## src/rtl/dcache_arb_pkg.sv

```systemverilog
// Shared constants for the data-cache arbiter: default widths, FSM encodings and port ids.
package dcache_arb_pkg;

  localparam int ADDR_W_DEF       = 32;
  localparam int DATA_W_DEF       = 32;
  localparam int DBG_MAX_WAIT_DEF = 8;
  localparam int STAT_W_DEF       = 16;

  // Starvation counter width covers the full 1..255 DBG_MAX_WAIT range
  localparam int CNT_W = 8;

  typedef logic [1:0] state_t;
  localparam state_t ST_IDLE   = 2'd0;
  localparam state_t ST_ACCESS = 2'd1;
  localparam state_t ST_RESP   = 2'd2;

  localparam logic PORT_CPU = 1'b0;
  localparam logic PORT_DBG = 1'b1;

endpackage

```

## src/rtl/dcache_arb_prio.sv

```systemverilog
// Winner selection between cpu and dbg, plus the counter that keeps dbg from
// being starved while both ports keep requesting.
module dcache_arb_prio
  import dcache_arb_pkg::*;
#(
  parameter int DBG_MAX_WAIT = DBG_MAX_WAIT_DEF
) (
  input  logic clock,
  input  logic reset_n,
  input  logic cpu_req,
  input  logic dbg_req,
  input  logic arb_en,
  output logic grant_dbg
);

  localparam logic [CNT_W-1:0] MAX_WAIT = CNT_W'(DBG_MAX_WAIT);

  logic [CNT_W-1:0] wait_cnt_q;
  logic [CNT_W-1:0] wait_cnt_d;

  // The counter only moves on cycles where a grant is actually committed
  always_comb begin
    grant_dbg  = dbg_req & (~cpu_req | (wait_cnt_q == MAX_WAIT));
    wait_cnt_d = wait_cnt_q;
    if (arb_en) begin
      if (grant_dbg) begin
        wait_cnt_d = '0;
      end else if (dbg_req && (wait_cnt_q != MAX_WAIT)) begin
        wait_cnt_d = wait_cnt_q + CNT_W'(1);
      end
    end
  end

  always_ff @(posedge clock or negedge reset_n) begin
    if (!reset_n) begin
      wait_cnt_q <= '0;
    end else begin
      wait_cnt_q <= wait_cnt_d;
    end
  end

endmodule

```

## src/rtl/dcache_arbiter.sv

```systemverilog
// Shares the single-ported data cache between the MEM stage and the debug port.
// Optional grant counters are enabled with `define DCACHE_ARB_STATS_EN.
module dcache_arbiter
  import dcache_arb_pkg::*;
#(
  parameter int ADDR_W       = ADDR_W_DEF,
  parameter int DATA_W       = DATA_W_DEF,
  parameter int DBG_MAX_WAIT = DBG_MAX_WAIT_DEF
`ifdef DCACHE_ARB_STATS_EN
  ,
  parameter int STAT_W       = STAT_W_DEF
`endif
) (
  input  logic              clock,
  input  logic              reset_n,
  input  logic              cpu_req,
  input  logic              cpu_we,
  input  logic [ADDR_W-1:0] cpu_addr,
  input  logic [DATA_W-1:0] cpu_wdata,
  output logic              cpu_ack,
  output logic [DATA_W-1:0] cpu_rdata,
  output logic              cpu_stall,
  input  logic              dbg_req,
  input  logic              dbg_we,
  input  logic [ADDR_W-1:0] dbg_addr,
  input  logic [DATA_W-1:0] dbg_wdata,
  output logic              dbg_ack,
  output logic [DATA_W-1:0] dbg_rdata,
  output logic              dc_mem_write,
  output logic              dc_mem_read,
  output logic              dc_mem_to_reg,
  output logic [ADDR_W-1:0] dc_address,
  output logic [DATA_W-1:0] dc_write_data,
  input  logic [DATA_W-1:0] dc_read_data
`ifdef DCACHE_ARB_STATS_EN
  ,
  output logic [STAT_W-1:0] cpu_grant_cnt,
  output logic [STAT_W-1:0] dbg_grant_cnt
`endif
);

  state_t            state_q, state_d;
  logic              we_q, we_d;
  logic              port_q, port_d;
  logic [ADDR_W-1:0] addr_q, addr_d;
  logic [DATA_W-1:0] wdata_q, wdata_d;
  logic [DATA_W-1:0] cpu_rdata_q, cpu_rdata_d;
  logic [DATA_W-1:0] dbg_rdata_q, dbg_rdata_d;
  logic              arb_en;
  logic              grant_dbg;
  logic              in_access;
  logic              in_resp;

  assign arb_en = (state_q == ST_IDLE) & (cpu_req | dbg_req);

  dcache_arb_prio #(
    .DBG_MAX_WAIT(DBG_MAX_WAIT)
  ) u_prio (
    .clock    (clock),
    .reset_n  (reset_n),
    .cpu_req  (cpu_req),
    .dbg_req  (dbg_req),
    .arb_en   (arb_en),
    .grant_dbg(grant_dbg)
  );

  always_comb begin
    state_d     = state_q;
    we_d        = we_q;
    port_d      = port_q;
    addr_d      = addr_q;
    wdata_d     = wdata_q;
    cpu_rdata_d = cpu_rdata_q;
    dbg_rdata_d = dbg_rdata_q;
    case (state_q)
      ST_IDLE: begin
        if (arb_en) begin
          state_d = ST_ACCESS;
          port_d  = grant_dbg ? PORT_DBG : PORT_CPU;
          we_d    = grant_dbg ? dbg_we    : cpu_we;
          addr_d  = grant_dbg ? dbg_addr  : cpu_addr;
          wdata_d = grant_dbg ? dbg_wdata : cpu_wdata;
        end
      end
      ST_ACCESS: state_d = ST_RESP;
      ST_RESP: begin
        state_d = ST_IDLE;
        if (!we_q) begin
          if (port_q == PORT_DBG) dbg_rdata_d = dc_read_data;
          else                    cpu_rdata_d = dc_read_data;
        end
      end
      default: state_d = ST_IDLE;
    endcase
  end

  always_ff @(posedge clock or negedge reset_n) begin
    if (!reset_n) begin
      state_q     <= ST_IDLE;
      we_q        <= 1'b0;
      port_q      <= PORT_CPU;
      addr_q      <= '0;
      wdata_q     <= '0;
      cpu_rdata_q <= '0;
      dbg_rdata_q <= '0;
    end else begin
      state_q     <= state_d;
      we_q        <= we_d;
      port_q      <= port_d;
      addr_q      <= addr_d;
      wdata_q     <= wdata_d;
      cpu_rdata_q <= cpu_rdata_d;
      dbg_rdata_q <= dbg_rdata_d;
    end
  end

  assign in_access     = (state_q == ST_ACCESS);
  assign in_resp       = (state_q == ST_RESP);
  assign dc_mem_write  = in_access & we_q;
  assign dc_mem_read   = in_access & ~we_q;
  assign dc_mem_to_reg = in_access & ~we_q & (port_q == PORT_CPU);
  assign dc_address    = addr_q;
  assign dc_write_data = wdata_q;
  assign cpu_ack       = in_resp & (port_q == PORT_CPU);
  assign dbg_ack       = in_resp & (port_q == PORT_DBG);
  assign cpu_stall     = cpu_req & ~cpu_ack;

  // Read data is bypassed during the ack cycle so it is valid together with the ack
  assign cpu_rdata = (cpu_ack & ~we_q) ? dc_read_data : cpu_rdata_q;
  assign dbg_rdata = (dbg_ack & ~we_q) ? dc_read_data : dbg_rdata_q;

`ifdef DCACHE_ARB_STATS_EN
  logic [STAT_W-1:0] cpu_grant_cnt_q, cpu_grant_cnt_d;
  logic [STAT_W-1:0] dbg_grant_cnt_q, dbg_grant_cnt_d;

  always_comb begin
    cpu_grant_cnt_d = cpu_grant_cnt_q;
    dbg_grant_cnt_d = dbg_grant_cnt_q;
    if (arb_en) begin
      if (grant_dbg) dbg_grant_cnt_d = dbg_grant_cnt_q + STAT_W'(1);
      else           cpu_grant_cnt_d = cpu_grant_cnt_q + STAT_W'(1);
    end
  end

  always_ff @(posedge clock or negedge reset_n) begin
    if (!reset_n) begin
      cpu_grant_cnt_q <= '0;
      dbg_grant_cnt_q <= '0;
    end else begin
      cpu_grant_cnt_q <= cpu_grant_cnt_d;
      dbg_grant_cnt_q <= dbg_grant_cnt_d;
    end
  end

  assign cpu_grant_cnt = cpu_grant_cnt_q;
  assign dbg_grant_cnt = dbg_grant_cnt_q;
`endif

endmodule
```

## config.mk

```make
export PLATFORM = sky130hd
export DESIGN_NAME = dcache_arbiter
export DESIGN_NICKNAME = d
export VERILOG_FILES = /design/src/rtl/dcache_arb_pkg.sv /design/src/rtl/dcache_arb_prio.sv /design/src/rtl/dcache_arbiter.sv
export SDC_FILE = /design/constraint.sdc
export NUM_CORES = 1
export LEC_CHECK = 0
export ABC_AREA = 1
export CAP_MARGIN = 0
export CORE_MARGIN = 1.5
export CORE_UTILIZATION = 35
export DETAILED_ROUTE_END_ITERATION = 8
export GPL_TIMING_DRIVEN = 0
export PLACE_DENSITY = 0.69
export SLEW_MARGIN = 20
export SYNTH_ARGS = -nofsm -noshare
export SYNTH_HDL_FRONTEND = slang
export SYNTH_SLANG_ARGS = --single-unit
export TNS_END_PERCENT = 100
```

## constraint.sdc

```tcl
create_clock -name clock -period 2.6 [get_ports clock]
set_input_delay 0.26 -clock clock [delete_from_list [all_inputs] [get_ports clock]]
set_output_delay 0.26 -clock clock [all_outputs]
set_load 0.01 [all_outputs]
```

==> metrics.md, run 1 <==
| Metric | Value |
|---|---|
| Outcome | `finished, final reports clean` |
| WP data arrival | `2230 ps` |
| Placement row count | `50` |
| Ports | `300` |
| Synth unique cells | `24` |
| Initial antenna violation count | `0` |
| Vias | `6839` |
| Layout area overhead | `59.5%` |
| H-tree levels | `4` |
| Root buf cell | `clkbuf_16` |
| Synth Flop Type | `dfrtp_1` |
| Leakage power | `5.86 nW` |
| Initial core utilization | `0.361` |
| Total track usage | `0.224` |
| CTS sink count | `140` |
| Worst skew pair latency | `420 ps` |
| Slowest stage delay, CP | `570 ps` |
| Final nets | `1396` |
| Max Slew Vio Count | `0` |
| Filler cell count | `1760` |
| Antenna viol nets, final | `0` |
| HP Class | `in2async` |
| Largest net degree at the start of global routing | `83` |
| DR WL/cell | `14.9 microns` |
| CTS tree | `yes` |
| Final setup vio count | `0` |
| Worst setup SP type | `flop` |
| Final GP Congestion | `0.832` |
| Post-synthesis cell count | `906` |
| Crit path max fanout | `10` |
| Vias in the first global route | `6527` |
| Slew @ Worst Pin | `721 ps` |
| Die W | `143 microns` |
| Final wirelength | `22.3 mm` |
| Final period util | `0.960` |
| Most common cell on crit path | `nor2_2` |
| Pwr Total | `0.0120 W` |
| Worst-path clk slew | `70 ps` |
| Power Dens Cells | `1100 nW/um^2` |
| Die H | `143 microns` |
| F_max | `401 MHz` |
| Ys Warns | `0` |
| Synthesized cell area | `6810 sq um` |
| Synthesized Nets | `1074` |
| Setup ws final | `105 ps` |
| RSZ-0062 raised after global routing | `yes` |
| Peak VDD IR | `478 uV` |
| DRC viols | `0` |
| First-pass GRT wire length | `34.9 mm` |
| DRT Pass-1 Iters | `5` |
| Core Box Area | `18900 sq um` |
| Sequential area share after synthesis | `0.514` |
| CP Cell Sequence | `nor2_2 > inv_2 > nor2_2 > nand2_4 > buf_4 > o21ai_1 > clkdlybuf4s50_1` |
| Fraction of registers with async set/reset | `1.00` |
| Place WS | `142 ps` |
| Most frequent cells in the layout | `nand2_1 (269), clkdlybuf4s50_1 (257), inv_1 (177)` |
| Fin. Hold Viols | `0` |
| Cts bufs inserted | `17` |
| Clk_skew | `9.52 ps` |
| Final core utilization | `0.575` |
| WP data required | `2340 ps` |
| Layout cells sized above 1 | `0.0629` |
| Buffers plus inverters on the worst setup path | `3` |
| Slew HR | `0.520` |
| Gr ovfl total | `0` |
| CTS max path bufs | `2` |
| Die area | `20300 sq um` |
| Max Cap Violations | `0` |
| Mapped Avg Cell Area | `7.52 sq um` |
| CP max-delay cell | `clkdlybuf4s50_1` |
| Via density | `4.56` |
| CP endpoint kind | `output port` |
| Period minus WS final | `2490 ps` |
| Initial drt markers | `297` |
| Most common cell after layout, fill and taps aside | `nand2_1` |
| HPWL Detailed | `16.9 mm` |
| Number of port buffers | `299` |
| Yosys reg bits | `140` |
| Delay-heaviest family, CP | `buffers and inverters` |
| CP Class | `reg2out` |
| Post-synth EDFFs | `0` |
| Ant. Diodes | `0` |
==> sequential cells by signal, indices dropped and copies added (netlist names) <==
| name | count |
|---|---|
| cpu_rdata_q | 32 |
| dbg_rdata_q | 32 |
| dc_address | 32 |
| dc_write_data | 32 |
| port_q | 1 |
| state_q | 2 |
| u_prio.wait_cnt_q | 8 |
| we_q | 1 |
==> per-layer routing <==
| layer | routed length (microns) | part of all wire | GRT usage |
|---|---|---|---|
| met4 | 439 | 0.020 | 0.0743 |
| met1 | 9490 | 0.42 | 0.281 |
| met2 | 10300 | 0.46 | 0.361 |
| met5 | 0 | 0 | 0 |
| met3 | 2120 | 0.095 | 0.0787 |
==> path summary, 6_finish.rpt <==
path	cells after the start	startpoint	end	slack (ps)
max	7	state_q[0]	dbg_rdata[16]	110
min	2	reset_n	dbg_rdata_q[10]	380
max reg2reg	10	u_prio.wait_cnt_q[0]	dc_write_data[9]	740
min reg2reg	2	dc_write_data[18]	dc_write_data[18]	480
max in group asynchronous	3	reset_n	dc_address[21]	1460
min in group clock	3	dc_read_data[25]	cpu_rdata_q[25]	450
==> kinds of logic (layout without fill, tap and decap cells) <==
kind of cell / count (synthesis) / count (layout) / synth area share
simple gates: 427 / 427 / 0.264
buf+inv: 229 / 564 / 0.137
flops: 140 / 140 / 0.514
compound gates: 106 / 106 / 0.0784
fa+ha+maj: 2 / 2 / 0.00367
xor+xnor: 2 / 2 / 0.00257
==> metrics by stage <==
stage / hold slack [ps] / TNS [ps] / cell area, sq um / cells
finish: 377 / 0 / 10900 / 1501
global route: 405 / -20.9 / 10900 / 1501
CTS: 369 / 0 / 10800 / 1500
detailed placement: 229 / 0 / 10200 / 1466
global placement: 459 / -627000 / 10100 / 1465
floorplan: -35.6 / 0 / 6810 / 906
==> cells in the mapped netlist (3+ instances only) <==
cell type / n / area share
nand2_1: 269 / 0.15
inv_1: 177 / 0.098
dfrtp_1: 140 / 0.51
nand3_1: 135 / 0.099
o21ai_0: 89 / 0.065
clkbuf_1: 21 / 0.012
buf_2: 17 / 0.012
o21ai_1: 13 / 0.0096
nor2_1: 11 / 0.0061
buf_6: 5 / 0.0083
nor3_1: 5 / 0.0037
buf_1: 4 / 0.0022
a21oi_1: 3 / 0.0022
buf_4: 3 / 0.0033
==> power by group <==
part / internal [W] / switching (W) / total (W)
registers: 0.00324 / 0.000470 / 0.00371
logic: 0.00285 / 0.00302 / 0.00588
clock network: 0.00135 / 0.00106 / 0.00241
==> repair_timing <==
item,in CTS,in global routing
gates resized for setup,56,31
endpoints found under the hold margin,58,0
buffers inserted,1,1
hold buffers,1,0
pin swaps,0,0
endpoints found under the setup margin,64,37
==> final cells by class <==
cell class,count,area (sq um),area share
plain buffers,51,288,0.0265
clock buffers,17,425,0.0392
clock inverters,15,151,0.0139
inverters,178,668,0.0615
multi-input cells,537,2390,0.220
flip-flops and latches,140,3500,0.322
well taps,260,325,0.0299
repair buffers,303,3110,0.287
Note: power is estimated with default switching activity, not from simulation.
==> run 2: changes to the inputs <==
- ABC_CLOCK_PERIOD_IN_PS: unset -> 2600
- CORE_UTILIZATION: 35 -> 40
- PLACE_DENSITY: 0.69 -> 0.77
==> run 2 against run 1 <==
Core utilization is 7.8 points higher. Clock skew shrank 1.9 ps. Highest routed layer unchanged. First-iteration DRC count is 35% higher. Cell area fell by 0.27%. Critical endpoint is now cpu_rdata[31]. Via count is 1.6% higher. Critical path type unchanged. Clock power shrank 4%. Register-to-register slack worse by 50 ps. Sequential cell count is the same. Global-route usage is 2.6 points higher.
==> metrics.md, run 2 (same netlist as run 1, synthesis figures left out) <==
| Metric | Value |
|---|---|
| Outcome | `finished, final reports clean (unchanged)` |
| Max Slew Vio Count | `0 (unchanged)` |
| Max Cap Violations | `0 (unchanged)` |
| Ant. Diodes | `0 (unchanged)` |
| Worst skew pair latency | `420 ps (about the same)` |
| Antenna viol nets, final | `0 (unchanged)` |
| Final core utilization | `0.653 (was 0.575)` |
| Leakage power | `6.06 nW (was 5.86 nW)` |
| Number of port buffers | `299 (unchanged)` |
| CTS sink count | `140 (unchanged)` |
| DRT Pass-1 Iters | `6 (was 5)` |
| Layout cells sized above 1 | `0.0630 (was 0.0629)` |
| Slew @ Worst Pin | `701 ps (was 721 ps)` |
| Final wirelength | `22.2 mm (was 22.3 mm)` |
| Power Dens Cells | `1100 nW/um^2 (about the same)` |
| Die H | `133 microns (was 143 microns)` |
| Most frequent cells in the layout | `nand2_1 (269), clkdlybuf4s50_1 (238), inv_1 (177) (was nand2_1 (269), clkdlybuf4s50_1 (257), inv_1 (177))` |
| Final GP Congestion | `0.865 (was 0.832)` |
| Worst reg-to-reg setup slack | `690 ps (was 740 ps)` |
| Ports | `300 (unchanged)` |
| Vias in the first global route | `6557 (was 6527)` |
| Vias | `6949 (was 6839)` |
| Slew HR | `0.533 (was 0.520)` |
| Reg-to-reg endpoint | `dc_write_data[9] (unchanged)` |
| Via density | `4.77 (was 4.56)` |
| F_max | `400 MHz (was 401 MHz)` |
| Die W | `133 microns (was 143 microns)` |
| Core Box Area | `16600 sq um (was 18900 sq um)` |
| Gr ovfl total | `0 (unchanged)` |
| Period minus WS final | `2500 ps (was 2490 ps)` |
| Placement row count | `47 (was 50)` |
| Initial antenna violation count | `0 (unchanged)` |
| Pwr Total | `0.0119 W (was 0.0120 W)` |
| Crit path max fanout | `10 (unchanged)` |
| Die area | `17800 sq um (was 20300 sq um)` |
| H-tree levels | `4 (unchanged)` |
| CP endpoint kind | `output port (unchanged)` |
| Root buf cell | `clkbuf_16 (unchanged)` |
| Cts bufs inserted | `17 (unchanged)` |
| Worst R2R Path Depth | `9 (was 10)` |
| Layout area overhead | `59.1% (was 59.5%)` |
| WP data required | `2340 ps (about the same)` |
| Peak VDD IR | `557 uV (was 478 uV)` |
| DR WL/cell | `15.2 microns (was 14.9 microns)` |
| DRC viols | `0 (unchanged)` |
| Initial core utilization | `0.411 (was 0.361)` |
| HP Class | `in2async (unchanged)` |
| RSZ-0062 raised after global routing | `no (was yes)` |
| Worst setup SP type | `flop (unchanged)` |
| First-pass GRT wire length | `34.4 mm (was 34.9 mm)` |
| Critical register-to-register path startpoint | `u_prio.wait_cnt_q[0] (unchanged)` |
| CTS max path bufs | `2 (unchanged)` |
| CP Class | `reg2out (unchanged)` |
| Final setup vio count | `0 (unchanged)` |
| HPWL Detailed | `16.5 mm (was 16.9 mm)` |
| Initial drt markers | `402 (was 297)` |
| Final nets | `1395 (was 1396)` |
| Total track usage | `0.250 (was 0.224)` |
| CTS tree | `yes (unchanged)` |
| Fin. Hold Viols | `0 (unchanged)` |
| Worst-path clk slew | `60 ps (was 70 ps)` |
| Final period util | `0.961 (was 0.960)` |
| Largest net degree at the start of global routing | `78 (was 83)` |
| Most common cell after layout, fill and taps aside | `nand2_1 (unchanged)` |
| WP data arrival | `2240 ps (was 2230 ps)` |
| Clk_skew | `7.60 ps (was 9.52 ps)` |
| Filler cell count | `1435 (was 1760)` |
[run 2: cell count changes in the layout (fill, tap and decap cells not counted), sizes merged]
| cell | change |
|---|---|
| dlymetal6s2s | +19 |
| clkdlybuf4s50 | -19 |
| inv | -7 |
| clkinv | +2 |
| buf | +2 |
[run 2: power breakdown]
group | internal [W] | switching (W) | leakage [nW]
Sequential | 0.00325 | 0.000476 | 1.71
Combinational | 0.00280 | 0.00306 | 4.08
Clock | 0.00138 | 0.000929 | 0.266
[run 2: critical path, stage by stage (launching register included)]
cell and delay (ps):
dfrtp_1 400, nor2_2 140, inv_2 80, nor2_4 130, nand2_4 100, buf_2 210
o21ai_0 180, clkdlybuf4s50_1 580
[run 2: cell type report]
class                      count  area, sq um  share of cell area
clock inverter                10         92.6             0.00854
multi-input combinational    537         2410               0.222
clock buffer                  20          467              0.0431
buffer                        51          283              0.0261
timing repair buffer         302         3140               0.290
sequential                   140         3500               0.323
inverter                     178          668              0.0617
tap                          220          275              0.0254
[run 2: worst max-delay path by stage]
stage / startpoint / end / slack (ps) / cells after the start
floorplan: state_q[1] / dbg_rdata[11] / 940 / 7
global placement: reset_n / dc_write_data[3] / -4420 / 1
detailed placement: state_q[1] / dbg_rdata[11] / 110 / 8
CTS: state_q[0] / dbg_rdata[28] / 2 / 7
global route: state_q[1] / cpu_rdata[15] / 0.4 / 10
finish: state_q[0] / cpu_rdata[31] / 100 / 7
[run 2: metrics by stage]
stage / worst slack [ps] / cell area [sq um] / setup TNS, ps / cells / hold WS [ps]
2_1_floorplan: 939 / 6810 / 0 / 906 / -35.6
3_3_place_gp: -4420 / 10100 / -616350 / 1425 / 458
3_5_place_dp: 106 / 10100 / 0 / 1426 / 269
4_1_cts: 1.99 / 10700 / 0 / 1458 / 431
5_1_grt: 0.378 / 10800 / 0 / 1458 / 453
6_report: 101 / 10800 / 0 / 1458 / 418
[run 2: repair_timing]
| action | 4_1_cts | 5_1_grt |
|---|---|---|
| hold buffers | 1 | 0 |
| gates resized for setup | 57 | 54 |
| endpoints found under the hold margin | 76 | 0 |
| buffers inserted | 1 | 0 |
| pin swaps | 0 | 0 |
| endpoints found under the setup margin | 60 | 48 |
[run 2: metal layers]
layer  wire length, microns  global-route usage  share of wire  vias to the layer above
li1                       -                   -              -                     3422
met3                   1950              0.0757          0.088                       38
met5                      0                   0              0                        -
met1                   9090               0.304           0.41                     3182
met2                  10700               0.425           0.48                      307
met4                    514              0.0785          0.023                        0
==> run 3: changes to the inputs <==
- CAP_MARGIN: 0 -> 30
==> results of run 3 <==
No change in the layout: final DEF, timing and power equal those of run 2.
